==> src/rtl/convolver_window_ctrl.sv <==
// Sequencing controller for the convolver input shift chain: accepts a raster pixel
// stream, drives the chain shift strobe/data and flags cycles holding a full window.
module convolver_window_ctrl #(
  parameter int IMG_WIDTH  = 8,
  parameter int IMG_HEIGHT = 8,
  parameter int KERNEL     = 3,
  parameter int STRIDE     = 1,
  parameter int DATA_WIDTH = 32
) (
  input  logic                  clock,
  input  logic                  reset,
  input  logic                  start,
  input  logic                  in_valid,
  input  logic [DATA_WIDTH-1:0] in_data,
  output logic                  in_ready,
  output logic                  shift_en,
  output logic [DATA_WIDTH-1:0] shift_data,
  output logic                  window_valid,
  output logic [15:0]           window_count,
  output logic                  busy,
  output logic                  done
);

  localparam logic [1:0] IDLE = 2'd0;
  localparam logic [1:0] RUN  = 2'd1;
  localparam logic [1:0] DONE = 2'd2;

  localparam int CW = (IMG_WIDTH  > 1) ? $clog2(IMG_WIDTH)  : 1;
  localparam int RW = (IMG_HEIGHT > 1) ? $clog2(IMG_HEIGHT) : 1;
  localparam int PW = (STRIDE     > 1) ? $clog2(STRIDE)     : 1;

  logic [1:0]    state;
  logic [CW-1:0] col;
  logic [RW-1:0] row;
  logic [PW-1:0] col_phase;
  logic [PW-1:0] row_phase;
  logic          accept;
  logic          col_last;
  logic          row_last;
  logic          col_in;
  logic          row_in;
  logic          qualify;

  assign in_ready   = (state == RUN);
  assign busy       = (state == RUN);
  assign done       = (state == DONE);
  assign accept     = in_valid & in_ready;
  assign shift_en   = accept;
  assign shift_data = in_data;

  assign col_last = (col == CW'(IMG_WIDTH - 1));
  assign row_last = (row == RW'(IMG_HEIGHT - 1));
  assign col_in   = (col >= CW'(KERNEL - 1));
  assign row_in   = (row >= RW'(KERNEL - 1));
  // Phase counters hold (pos-(KERNEL-1)) mod STRIDE once inside the valid region.
  assign qualify  = col_in && row_in && (col_phase == '0) && (row_phase == '0);

  function automatic logic [PW-1:0] phase_next(input logic [PW-1:0] p);
    if (p == PW'(STRIDE - 1)) return '0;
    return p + PW'(1);
  endfunction

  always_ff @(posedge clock or negedge reset) begin
    if (!reset) begin
      state        <= IDLE;
      col          <= '0;
      row          <= '0;
      col_phase    <= '0;
      row_phase    <= '0;
      window_valid <= 1'b0;
      window_count <= '0;
    end else begin
      window_valid <= 1'b0;
      case (state)
        IDLE: begin
          if (start) begin
            state        <= RUN;
            col          <= '0;
            row          <= '0;
            col_phase    <= '0;
            row_phase    <= '0;
            window_count <= '0;
          end
        end
        RUN: begin
          if (accept) begin
            window_valid <= qualify;
            if (qualify && (window_count != 16'hFFFF))
              window_count <= window_count + 16'd1;
            if (col_last) begin
              col       <= '0;
              col_phase <= '0;
              row       <= row + RW'(1);
              if (row_in) row_phase <= phase_next(row_phase);
              if (row_last) state <= DONE;
            end else begin
              col <= col + CW'(1);
              if (col_in) col_phase <= phase_next(col_phase);
            end
          end
        end
        DONE:    state <= IDLE;
        default: state <= IDLE;
      endcase
    end
  end

endmodule

==> config.mk <==
export PLATFORM = sky130hd
export DESIGN_NAME = convolver_window_ctrl
export DESIGN_NICKNAME = d
export VERILOG_FILES = /design/src/rtl/convolver_window_ctrl.sv
export SDC_FILE = /design/constraint.sdc
export NUM_CORES = 1
export LEC_CHECK = 0
export ABC_AREA = 1
export BUFFER_PORTS_ARGS = -buffer_cell sky130_fd_sc_hd__buf_2
export CAP_MARGIN = 15
export CORE_MARGIN = 8
export CORE_UTILIZATION = 50
export CTS_CLUSTER_SIZE = 16
export DETAILED_ROUTE_END_ITERATION = 10
export PLACE_DENSITY = 0.89
export SYNTH_ARGS = -nofsm -noshare
export SYNTH_HDL_FRONTEND = slang
export SYNTH_SLANG_ARGS = --single-unit
==> constraint.sdc <==
create_clock -name clock -period 3.2 [get_ports clock]
set_clock_uncertainty 0.2 [all_clocks]
set_input_delay 0.8 -clock clock [delete_from_list [all_inputs] [get_ports clock]]
set_output_delay 0.8 -clock clock [all_outputs]
set_load 0.1 [all_outputs]
==> metrics <==
status=finished clean; sequential cell area fraction in the yosys report=34.2%; Core Region=0.00358 sq mm; layout cell share with drive strength beyond 1=15.7%; FFs w/ async S/R, synth=100%; Site Rows=22; cts hold-fix bufs=0; Critical Path Source=state[0]; critical path capture point type=primary output; IO Pins=89; Crit Path Class=reg2out; wire length per cell=12.6 um; highest clock rate=~0.37 GHz; post-CTS resize count=0; syn nets=304; largest net degree at the start of global routing=26; ANT cells=0; Final Routed Wirelength=~3.8 mm; average via count per standard cell=5.28; ANT nets after route=0; Register Area=between 600 and 700 sq um; detailed route wirelength on metal2=1.81 mm; area leader, netlist=dfrtp_1; Placed Cells=around 300; fill count=~370; drt pass-1 iters=4; layout overhead on the synthesized area=-2.87%; Final setup viols=0; clk root buf=clkbuf_4; pwr dens=855 mW/mm^2; Final Net Count=just under 300; DRC errors left=0; worst vdd ir=between 600 and 700 uV; die height=76.5 um; max cap viols=0; post-detail-place hpwl=around 2.9 mm; Initial Utilization=between 50% and 60%; global-route wire length before repair=6.64 mm; CP Launch Type=register; Post-synth top cells=79 x nand2_1, 37 x nor2_1, 33 x buf_4, 25 x dfrtp_1, 20 x nand3_1; Hold Crit Class=in2async; yosys warns=0; via count of the routed design=about 1600; synthesized cell area=~0.0018 sq mm; antenna violations before repair=0; worst slew pin tran=about 0.57 ns; Initial DRC Count=84; Synth top area share=roughly 34%; Leak=0.000933 uW; final setup TNS=0 ns; Post-CTS Setup Repair Bufs=0; GRT Total Usage=13.2%; Top FF cell, synth=dfrtp_1; Die ar.=between 0.005 and 0.006 sq mm; area of the multi-input gates=about 850 sq um; TritonCTS clock tree=yes; TritonCTS Sinks=25; Post-synth EDFFs=0; clk slew on worst S/H paths=0.13 ns; RD Place Congestion=between 0.9 and 1; Hold Vio Cnt, Final=0; Synth Register Bits=25; routed wl met3=about 320 um; Max Slew Vio Count=0; CP arrival=1.74 ns; maximum fanout along the worst path=9; Slew headroom=around 62%; Tcrit/Tclk final=between 80% and 90%; Critical R2R Launch=window_count[0]; final std cells w/o fill=between 300 and 400; Gate Count Post-Synth=between 200 and 300; min Tclk post-route=roughly 2.7 ns; vias in the first global route=roughly 1500; library cells used by synthesis=27; top sig layer=met4; Avg Synthesized Cell Area=approximately 7.0 sq um; CP required=around 2.2 ns; Metal-1 WL=around 1.6 mm; H-tree Lvls=1; RSZ-0062 raised after global routing=no; clock latency on the worst-skew pair=roughly 0.32 ns; ranking of synthesized cells by area=dfrtp_1 34%, nand2_1 16%, buf_4 14%, nor2_1 7.6%, nand3_1 5.5%; Port Buf Inserts=24; Clock Tree Buf Depth=2; top-count cell post-synth=nand2_1; GRT overflow=0; CTS buffer count=3; chip width=76.5 um
[placed cells by master, fill, tap and decap left out]
master	n
nor2_4	2
nand3b_1	1
a22o_1	1
dfrtp_1	25
a21oi_2	1
clkbuf_4	3
a21oi_1	6
nand2_4	1
o21ai_0	7
nand4_1	3
o21bai_1	1
xnor2_1	1
nand2_1	79
o21ai_2	1
nor3_1	4
o21ai_1	1
buf_4	2
inv_1	18
nand3_1	20
inv_2	2
ha_1	7
a31oi_1	1
o22ai_1	1
nor2_1	37
clkbuf_1	1
nand2_2	1
nor2_2	3
buf_2	24
[area by class of cell]
cell class	count	area share [%]
timing repair buffer	26	7.61
inverter	20	4.23
multi-input combinational	179	48.1
sequential	25	35.2
clock buffer	4	1.48
tap	48	3.38
[logic make-up (layout without fill, tap and decap cells)]
| group | Yosys count | in the layout | synth area share [%] |
|---|---|---|---|
| compound gates | 20 | 20 | 6.37 |
| buf+inv | 57 | 50 | 19.1 |
| simple gates | 151 | 151 | 35.0 |
| fa+ha+maj | 7 | 7 | 4.79 |
| xor+xnor | 1 | 1 | 0.479 |
| flops | 25 | 25 | 34.2 |
[worst max-delay path: stages, from the launching register on]
cell and delay, ns:
dfrtp_1 0.45, inv_1 0.10, nor2_2 0.11, inv_2 0.10, nor2_1 0.18, buf_2 0.46
[worst paths after layout]
kind                                    to  slack, ns  cells after the start
setup / recovery                  shift_en       0.46                      5
hold / removal                      col[0]       0.25                      1
setup reg to reg           window_count[9]       0.96                      9
hold reg to reg                     col[2]       0.36                      1
max in group asynchronous  window_count[8]       2.18                      1
min in group clock                  col[2]       0.36                      1
[layer usage]
metal | global-route usage [%] | up-vias
li1 | - | 786
met1 | 15.5 | 729
met2 | 22.4 | 73
met3 | 2.95 | 7
met4 | 5.96 | 0
met5 | 0 | -
[sequential cells by signal, indices dropped and copies added (netlist names)]
signal        flops
window_count     16
window_valid      1
state             2
row               3
col               3
[stage by stage]
stage	hold WS, ns	setup slack (ns)	util, %	area (sq um)	power, uW
floorplan	0.295	0.0502	-	1830	1410
detailed placement	0.323	0.640	48.9	1750	1380
finish	0.251	0.464	49.6	1780	1520
global placement	0.314	0.685	48.9	1750	1360
global route	0.267	0.371	49.6	1780	1630
CTS	0.265	0.458	49.6	1780	1530
[report_power, final]
part	internal (uW)	leakage, uW	switching, uW
sequential	382	0.000337	67.0
combinational	196	0.000580	730
clock	48.8	0.0000150	94.4
total	626	0.000933	891
Power figures use the tool's default switching activity.
